`src/rtl/regfile_writer_pkg.sv`:
```
// Shared CPU constants and types used by the register-file write path.
package regfile_writer_pkg;

    localparam int unsigned REG_COUNT = 32;
    localparam int unsigned REG_W     = 32;
    localparam int unsigned SEL_W     = 5;
    localparam int unsigned XZR       = 31;

    typedef logic [REG_W-1:0] reg_t;

endpackage

```
`src/rtl/decoder2_4.sv`:
```
// 2-to-4 one-hot decoder with enable.
//   in  : 2-bit select
//   en  : when low, all outputs are low
//   out : one-hot result
module decoder2_4 (
    input  logic [1:0] in,
    input  logic       en,
    output logic [3:0] out
);

    always_comb begin
        out = '0;
        for (int i = 0; i < 4; i++) begin
            // en gates every bit so an X select with en low still yields 0.
            out[i] = en & (in == 2'(i));
        end
    end

endmodule

```
`src/rtl/decoder3_8.sv`:
```
// 3-to-8 one-hot decoder with enable.
//   in  : 3-bit select
//   en  : when low, all outputs are low
//   out : one-hot result
module decoder3_8 (
    input  logic [2:0] in,
    input  logic       en,
    output logic [7:0] out
);

    always_comb begin
        out = '0;
        for (int i = 0; i < 8; i++) begin
            out[i] = en & (in == 3'(i));
        end
    end

endmodule

```
`src/rtl/decoder5_32.sv`:
```
// 5-to-32 one-hot decoder built from a 2-to-4 stage selecting one of four 3-to-8 stages.
//   in  : 5-bit select
//   en  : when low, all outputs are low
//   out : one-hot result, out[in] set when en is high
module decoder5_32 (
    input  logic [4:0]  in,
    input  logic        en,
    output logic [31:0] out
);

    logic [3:0] grp_en;

    decoder2_4 u_hi (
        .in  (in[4:3]),
        .en  (en),
        .out (grp_en)
    );

    for (genvar g = 0; g < 4; g++) begin : g_lo
        decoder3_8 u_lo (
            .in  (in[2:0]),
            .en  (grp_en[g]),
            .out (out[8*g +: 8])
        );
    end

endmodule

```
`src/rtl/regfile_writer.sv`:
```
// Register-file write port and storage, plus a one-entry record of the last committed write
// used for write-back-to-decode forwarding.
//   clk      : system clock, rising edge
//   reset_n  : asynchronous active-low reset, clears storage and the commit record
//   wen      : write enable from write-back
//   wsel     : destination register index
//   wdata    : write-back data
//   regs     : all register contents, feeding the read-port muxes
//   wb_valid : a write was committed on the previous edge
//   wb_sel   : index of that write (qualify with wb_valid)
//   wb_data  : data of that write (qualify with wb_valid)
module regfile_writer
    import regfile_writer_pkg::*;
#(
    parameter int unsigned ZERO_REG = XZR
) (
    input  logic             clk,
    input  logic             reset_n,
    input  logic             wen,
    input  logic [SEL_W-1:0] wsel,
    input  reg_t             wdata,
    output reg_t             regs [REG_COUNT-1:0],
    output logic             wb_valid,
    output logic [SEL_W-1:0] wb_sel,
    output reg_t             wb_data
);

    localparam logic [REG_COUNT-1:0] ZeroMask = REG_COUNT'(1) << ZERO_REG;

    logic [REG_COUNT-1:0] dec_out;
    logic [REG_COUNT-1:0] en;
    logic                 commit;

    decoder5_32 u_dec (
        .in  (wsel),
        .en  (wen),
        .out (dec_out)
    );

    // The zero register never gets an enable, so any surviving enable is a real commit.
    assign en     = dec_out & ~ZeroMask;
    assign commit = |en;

    for (genvar i = 0; i < REG_COUNT; i++) begin : g_reg
        if (i == ZERO_REG) begin : g_zero
            assign regs[i] = '0;
        end else begin : g_ff
            reg_t reg_q;

            always_ff @(posedge clk or negedge reset_n) begin
                if (!reset_n) begin
                    reg_q <= '0;
                end else if (en[i]) begin
                    reg_q <= wdata;
                end
            end

            assign regs[i] = reg_q;
        end
    end

    logic             wb_valid_q, wb_valid_d;
    logic [SEL_W-1:0] wb_sel_q, wb_sel_d;
    reg_t             wb_data_q, wb_data_d;

    always_comb begin
        wb_valid_d = commit;
        wb_sel_d   = wb_sel_q;
        wb_data_d  = wb_data_q;
        if (commit) begin
            wb_sel_d  = wsel;
            wb_data_d = wdata;
        end
    end

    always_ff @(posedge clk or negedge reset_n) begin
        if (!reset_n) begin
            wb_valid_q <= 1'b0;
            wb_sel_q   <= '0;
            wb_data_q  <= '0;
        end else begin
            wb_valid_q <= wb_valid_d;
            wb_sel_q   <= wb_sel_d;
            wb_data_q  <= wb_data_d;
        end
    end

    assign wb_valid = wb_valid_q;
    assign wb_sel   = wb_sel_q;
    assign wb_data  = wb_data_q;

endmodule
```
`config.mk`:
```
export PLATFORM = sky130hd
export DESIGN_NAME = regfile_writer
export DESIGN_NICKNAME = d
export VERILOG_FILES = /design/src/rtl/regfile_writer_pkg.sv /design/src/rtl/decoder2_4.sv /design/src/rtl/decoder3_8.sv /design/src/rtl/decoder5_32.sv /design/src/rtl/regfile_writer.sv
export SDC_FILE = /design/constraint.sdc
export NUM_CORES = 1
export LEC_CHECK = 0
export ABC_CLOCK_PERIOD_IN_PS = 1700
export BUFFER_PORTS_ARGS = -buffer_cell sky130_fd_sc_hd__buf_2
export CAP_MARGIN = 20
export CORE_AREA = 2 2 427 429
export CTS_BUF_LIST = sky130_fd_sc_hd__clkbuf_4 sky130_fd_sc_hd__clkbuf_8
export DETAILED_ROUTE_END_ITERATION = 6
export DIE_AREA = 0 0 429 431
export SLEW_MARGIN = 20
export SYNTH_ARGS = -nofsm -noshare
export SYNTH_HDL_FRONTEND = slang
export SYNTH_HIERARCHICAL = 1
export SYNTH_SLANG_ARGS = --single-unit
```
`constraint.sdc`:
```
create_clock -name clk -period 1.7 [get_ports clk]
set_clock_uncertainty 0.05 [all_clocks]
set_input_delay 0.085 -clock clk [delete_from_list [all_inputs] [get_ports clk]]
set_output_delay 0.085 -clock clk [all_outputs]
set_load 0.01 [all_outputs]
```
### Yosys cells after proc, flatten, opt, wreduce, memory -nomap -nowiden

Cells that the tools add are included.

* bits in registers: 1030
* bits of input ports: 40
* output and inout port bits: 1062
* word-level logic and storage cells: 82

* eq/ne operators: 10
* bitwise logic cells: 35
* reduce and logical (&&, ||, !) cells: 3

Operator list (number)
* 1-bit bitwise AND: 35
* 31-bit OR reduction: 1
* 3-bit == test, second input constant: 4
* 3-bit by 2-bit == test with 1-bit output, second input constant: 2
* 2-bit == test, second input constant: 2
* 3-bit by 1-bit == test with 1-bit output, second input constant: 1
* 3-bit zero test: 1
* 2-bit by 1-bit == test with 1-bit output, second input constant: 1
* 2-bit zero test: 1

### Longest topological paths before layout

Gate-level depths: netlist of the first run.

* word-level depth: 4
* mapped depth: 9

### Hierarchy

Netlist of the first run, hierarchy kept.

Modules (own cells, without submodules)
* regfile_writer: instances 1, cells an instance 2328, area an instance 38620.8 um2, sequential area each 25774.7 um2
* decoder3_8: instances 4, cells an instance 8, area an instance 95.1 um2, sequential area each 0.0 um2
* decoder2_4: instances 1, cells an instance 4, area an instance 37.5 um2, sequential area each 0.0 um2

### Worst setup path after synthesis of the first run

Ideal clock, no wire load.

* path kind: input to register
* from: input wsel[3]
* to: register wb_data_q[22], in the netlist wb_data[22]
* data arrival time: 1749 ps
* setup slack: -227 ps
* stages: 9
* cell sequence: and3b_1 > and4b_2 > clkbuf_1 > nor4_2 > nand4_1 > nor2_2 > buf_6 > buf_8 > mux2_1

* cells in the longest elaborated chain, start to end: 4

Ends and longest elaborated chain
* start, declared: line regfile_writer.sv:20 `input logic [SEL_W-1:0] wsel,`
* 2-bit by 1-bit == test with 1-bit output: line decoder2_4.sv:15 `out[i] = en & (in == 2'(i));`
* 1-bit bitwise AND: line decoder2_4.sv:15
* 1-bit bitwise AND: line decoder3_8.sv:14 `out[i] = en & (in == 3'(i));`
* net dec_out[13]: line regfile_writer.sv:30 `logic [REG_COUNT-1:0] dec_out;`
* 31-bit OR reduction: line regfile_writer.sv:42 `assign commit = |en;`
* end signal, assigned: line regfile_writer.sv:84 `wb_data_q <= wb_data_d;`
* end, declared: line regfile_writer.sv:64 `reg_t wb_data_q, wb_data_d;`

The timed path passes the listed nets, and every way through them passes these cells.
A chain may end at the register's enable or synchronous reset.

### Final worst setup path of the first run

* from: input wsel[1]
* to: register g_reg[15].g_ff.reg_q[27]

* cells in the longest elaborated chain, start to end: 2

Ends and longest elaborated chain
* 3-bit == test: line decoder3_8.sv:14
* 1-bit bitwise AND: line decoder3_8.sv:14
* net dec_out[15]: line regfile_writer.sv:30
* end signal, assigned: line regfile_writer.sv:54 `reg_q <= wdata;`
* end, declared: line regfile_writer.sv:48 `reg_t reg_q;`

The timed path passes the listed nets, and every way through them passes these cells.

==> results.toml, run 1 <==
[sta]
fmax_mhz = 574
final_hold_viol_count = 0
final.min_clock_period_ns = 1.74
rsz0062_at_grt = "true"
hold_ws_ns = 0.0797
setup_failing_eps_final = 53
timing.max_slew.rel_slack = 0.234
max_slew.worst_pin.slew_ns = 1.15
min_period_over_period = 1.02
postLayoutSetupSlackWorst_ns = -0.0425
timing.final.max_slew_violations = 0

[place]
place_inst = 5726
place_congestion = 0.783
place.port_buffers = 1069
place_hpwl_um = 106000

[grt]
overflow = 0
antenna_found_initial = 19
vias_in_the_first_global_route = 28171
largest_net_degree_at_the_start_of_global_routing = 123
grtUsageTotal = 0.164
wire_length_of_the_first_global_routing_pass_um = 216000

[floorplanning]
die_height_um = 431
die_area_mm2 = 0.185
start_util = 0.217
die-width_um = 429
floorplan.io_pins = 1102
placeableCoreArea_mm2 = 0.180
core.rowCount = 156

[setup_path]
crit_path_end_kind = "flop"
crit_top_cell = "sky130_fd_sc_hd__dlygate4sd3_1"
cp_data_required_time_ns = 2.44
reg2reg_setup_slack_ns = 0.33
timing.critical_path.from_type = "primary input"
crit-reg2reg-capture = "g_reg[24].g_ff.reg_q[23]$_DFFE_PN0P_"
crit_path_max_fanout = 6
number_of_cells_on_the_worst_reg_to_reg_path = 2
cell_by_cell_listing_of_the_critical_path = "buf_2 -> dlygate4sd3_1 -> and4_2 -> dlygate4sd3_1 -> buf_12 -> clkbuf_16 -> mux2_2"
critical_path_class = "primary input to flop"
cp_data_arrival_time_ns = 2.48
r2r-start = "g_reg[24].g_ff.reg_q[23]$_DFFE_PN0P_"
critPathSlowestCell = "sky130_fd_sc_hd__dlygate4sd3_1"
slowest_delay_ns = 0.63

[route]
routed_wire_length_per_instance_um = 25.1
vias_per_cell = 4.24
pre_repair_dr_iteration_count = 5
final_antenna_net_count = 0
wirelength_um = 158000
route.vias.total = 26607
detail_route.drc_violations = 0
drt_first_iter_violations = 1117

[clock_network]
clock_latency_ns = 0.93
cts_inserted_buffers = 180
cts_buffer_depth = 3
clock_tree_from_tritoncts = "built"
ctsHtreeMaxLevel = 4
cts.sinks = 1030
cts.clk_slew.worst_paths_ns = 0.06
clock-root-buffer = "sky130_fd_sc_hd__clkbuf_8"

[power]
comb_power_share = 0.261
seqPwrFrac = 0.420
intPower_mw = 54.5
vdd_ir_drop_max_uv = 912
p_leak_nw = 27.9
pwr-share-clk = 0.319
switching_share = 0.295
power-per-cell-area_mw_per_mm2 = 1340
switching_power_mw = 22.8
fin_total_pwr_mw = 77.3

[final_layout]
area_delta_synth_final_pct = 47.5
nFillCells = 17820
layout.area.seq_mm2 = 0.0258
commonest_cells_after_routing_fill_and_taps_aside = "1029 x sky130_fd_sc_hd__dfrtp_1, 1010 x sky130_fd_sc_hd__mux2_2, 559 x sky130_fd_sc_hd__buf_6"
final_common_cell = "sky130_fd_sc_hd__dfrtp_1"
drive_above_1_share = 0.711
multi_input_comb_area_mm2 = 0.0124
finish.net_count = 3788
finalCoreUtilization = 0.320
final_cells = 6269

[run_status]
failed_checks = "setup timing"
status = "finished with violations"

[worst_hold_path]
worstHoldStart = "wsel[2]"
min_path_cells = 4
hold-path-endpoint = "g_reg[3].g_ff.reg_q[11]$_DFFE_PN0P_"
min_path_type = "primary input to flop"

[run]
cap_viol_max_count = 0

[synth]
number_of_warnings_printed_during_yosys_synthesis = 6
synthesized_netlist_cell_count = 2363
syn_area_per_cell_um2 = 16.5
mappedNetlistArea_mm2 = 0.0390
cell type report:
type,instances,area share
diodes,17,0.000739
clock buffers,279,0.0594
clock inverters,37,0.00841
inverters,1,0.0000652
multi-input cells,1107,0.215
flip-flops and latches,1030,0.448
well taps,2370,0.0515
repair buffers,1428,0.217
critical path, delay by kind of cell:
kind	cells	cell delay, ns
simple gates	1	0.26
mux	1	0.34
buf+inv	5	1.75
how the worst max path moves through the flow:
stage,start,endpoint,slack (ns),cells after the start
CTS,g_reg[8].g_ff.reg_q[31]$_DFFE_PN0P_,regs[287],-0.22,1
detailed placement,wsel[0],wb_data[4]$_DFFE_PN0P_,-0.70,9
finish,wsel[1],g_reg[15].g_ff.reg_q[27]$_DFFE_PN0P_,-0.04,7
global placement,wsel[0],wb_data[6]$_DFFE_PN0P_,-0.67,9
floorplan,wsel[4],wb_data[22]$_DFFE_PN0P_,-0.21,9
global route,g_reg[8].g_ff.reg_q[31]$_DFFE_PN0P_,regs[287],-0.14,1
state kept, by name, summed over array words and instances, names as in the netlist:
signal        count
wb_valid          1
wb_data          32
g.g_ff.reg_q    992
wb_sel            5
power groups by stage:
stage	registers [mW]	logic (mW)	clock network [mW]
after floorplan	34.5	4.87	0
after global placement	32.0	15.8	0
after detailed placement	32.2	16.0	0
after CTS	32.4	19.9	25.4
after global routing	33.1	21.1	26.5
final	32.5	20.2	24.7
what timing repair did:
| item | in CTS | in global routing |
|---|---|---|
| pin swaps | 0 | 5 |
| resized for setup | 835 | 52 |
| setup endpoints to repair | 981 | 526 |
| gates cloned | 0 | 6 |
| hold endpoints to repair | 2059 | 7 |
| setup buffers | 122 | 23 |
| hold buffers | 61 | 1 |
metrics by stage:
step / setup WS (ns) / cell area [um2] / setup TNS (ns)
6_report: -0.0425 / 57600 / -0.626
5_1_grt: -0.139 / 57600 / -5.05
4_1_cts: -0.224 / 57000 / -48.80
3_5_place_dp: -0.705 / 48200 / -303.45
3_3_place_gp: -0.671 / 48200 / -265.01
2_1_floorplan: -0.206 / 39200 / -5.58
layer usage:
metal  vias up  track usage  wire length, um
li1      10980            -                -
met1     14289        0.183            59300
met2      1048        0.292            81900
met3       286       0.0452            10400
met4         4       0.0683             6010
met5         -            0               22
Note: power is estimated with default switching activity, not from simulation.
==> inputs of run 2 (changes only) <==
SKIP_CTS_REPAIR_TIMING = 1   (was unset)
==> run 2 against run 1 <==
First-iteration DRC count increased by 5.5%; routed wire length fell by 2.1%; largest power group unchanged; sequential share of layout area grew 3.1 points; register-to-register slack better by 0.41 ns; the run still ends with setup timing left; cell count decreased by 2.3%; global-route usage is 0.35 points lower.
==> results.toml, run 2 (synthesis results as in run 1) <==
[run_status]
status = "finished with violations"
failed_checks = "setup timing"

[sta]
setup_failing_eps_final = 37
postLayoutSetupSlackWorst_ns = -0.0706
final.min_clock_period_ns = 1.77
min_period_over_period = 1.04
final_hold_viol_count = 0
max_slew.worst_pin.slew_ns = 1.12
rsz0062_at_grt = "true"
tns_ns = -1.58
fmax_mhz = 565
timing.max_slew.rel_slack = 0.250
timing.final.max_slew_violations = 0

[final_layout]
drive_above_1_share = 0.702
commonest_cells_after_routing_fill_and_taps_aside = "1029 x sky130_fd_sc_hd__dfrtp_1, 1010 x sky130_fd_sc_hd__mux2_2, 892 x sky130_fd_sc_hd__buf_2"
finish.net_count = 3649
finalCoreUtilization = 0.299
final_common_cell = "sky130_fd_sc_hd__dfrtp_1"
largest_register = "g.g_ff.reg_q"
largest_register_ffs = 992
area_delta_synth_final_pct = 38.1

[route]
vias_per_cell = 4.24
pre_repair_dr_iteration_count = 7
final_antenna_net_count = 0
route.vias.total = 25957
routed_wire_length_per_instance_um = 25.2
wirelength_um = 154000
drt_first_iter_violations = 1178
detail_route.drc_violations = 0

[setup_path]
critical_path_depth = 9
reg2reg_setup_slack_ns = 0.74
cpLargestDelayFamily = "buffers and inverters"
cp_data_required_time_ns = 2.44
crit-reg2reg-capture = "g_reg[8].g_ff.reg_q[31]$_DFFE_PN0P_"
timing.critical_path.from_type = "primary input"
critical_path_class = "primary input to flop"
timing.critical_path.to = "wb_data[10]$_DFFE_PN0P_"
timing.critical_path.from = "wsel[1]"
crit_buf_inv = 4
number_of_cells_on_the_worst_reg_to_reg_path = 1
cp_data_arrival_time_ns = 2.51
r2r-start = "g_reg[8].g_ff.reg_q[31]$_DFFE_PN0P_"
slowest_delay_ns = 0.67
cell_by_cell_listing_of_the_critical_path = "buf_2 -> dlygate4sd3_1 -> buf_4 -> nor4b_4 -> nor4_2 -> nand4_1 -> nor2_4 -> buf_12 -> mux2_2"
crit_path_max_fanout = 25
crit_path_end_kind = "flop"
critPathSlowestCell = "sky130_fd_sc_hd__dlygate4sd3_1"

[floorplanning]
core.rowCount = 156
die_height_um = 431
die-width_um = 429
die_area_mm2 = 0.185
start_util = 0.217
floorplan.io_pins = 1102
placeableCoreArea_mm2 = 0.180

[worst_hold_path]
min_path_type = "primary input to flop"

[grt]
grt.busiest_layer = "met2"
largest_net_degree_at_the_start_of_global_routing = 123
groute.layer.met3.usage = 0.0440
vias_in_the_first_global_route = 26898
overflow = 0
antenna_found_initial = 20
grtUsageTotal = 0.160
wire_length_of_the_first_global_routing_pass_um = 210000
gr-usage-met2 = 0.286
grtUsageMet1 = 0.181

[place]
place_hpwl_um = 106000
place.port_buffers = 1069
place_congestion = 0.783

[clock_network]
clock_latency_ns = 0.93
ctsHtreeMaxLevel = 4
cts_inserted_buffers = 180
cts.sinks = 1030
cts.clk_slew.worst_paths_ns = 0.06
clock_tree_from_tritoncts = "built"
clock-root-buffer = "sky130_fd_sc_hd__clkbuf_8"
cts_buffer_depth = 3

[power]
p_leak_nw = 26.6
vdd_ir_drop_max_uv = 852
power-per-cell-area_mw_per_mm2 = 1370

[run]
cap_viol_max_count = 0
-- run 2: power breakdown --
group	internal (mW)	total [mW]	switching (mW)
combinational	8.38	17.0	8.64
clock	13.8	24.7	10.8
sequential	29.4	32.0	2.64
-- run 2: metrics by stage --
step | worst slack, ns | std cells | power [mW] | hold slack [ns] | instance area, um2
after detailed placement | -0.705 | 5726 | 48.2 | 0.242 | 48200
after global placement | -0.671 | 5726 | 47.7 | 0.234 | 48200
after CTS | -0.418 | 6042 | 73.2 | -0.877 | 52100
after global routing | -0.139 | 6121 | 77.0 | 0.00793 | 53900
after floorplan | -0.206 | 2394 | 39.3 | -0.261 | 39200
final | -0.0706 | 6126 | 73.7 | 0.0509 | 53900
-- run 2: final cells by class --
| type | instances | area (um2) |
|---|---|---|
| repair buffers | 1289 | 8860 |
| clock inverters | 37 | 484 |
| multi-input cells | 1107 | 12400 |
| fillers | 18180 | 126000 |
| diodes | 13 | 32.5 |
| flip-flops and latches | 1030 | 25800 |
| clock buffers | 279 | 3420 |
| inverters | 1 | 3.75 |
| well taps | 2370 | 2970 |
-- run 2: layer usage --
layer / vias to the layer above / share of wire
met4: 4 / 0.040
met2: 1025 / 0.52
met3: 282 / 0.064
met5: - / 0.00014
li1: 10719 / -
met1: 13927 / 0.38
-- run 2: worst min path at each step --
stage,startpoint,endpoint,slack (ns),cells past startpoint
final,wsel[2],g_reg[7].g_ff.reg_q[25]$_DFFE_PN0P_,0.05,4
after global routing,wsel[3],g_reg[7].g_ff.reg_q[25]$_DFFE_PN0P_,0.008,5
after CTS,reset_n,g_reg[6].g_ff.reg_q[30]$_DFFE_PN0P_,-0.88,2
after detailed placement,reset_n,g_reg[15].g_ff.reg_q[24]$_DFFE_PN0P_,0.24,2
after global placement,reset_n,g_reg[26].g_ff.reg_q[24]$_DFFE_PN0P_,0.23,2
after floorplan,reset_n,g_reg[0].g_ff.reg_q[0]$_DFFE_PN0P_,-0.26,0
-- run 2: tightest hold or removal path, delay by kind of cell --
| kind | cells | cell delay (ns) |
|---|---|---|
| buffers and inverters | 2 | 0.43 |
| multiplexers | 1 | 0.25 |
| AND/OR/NAND/NOR | 1 | 0.23 |
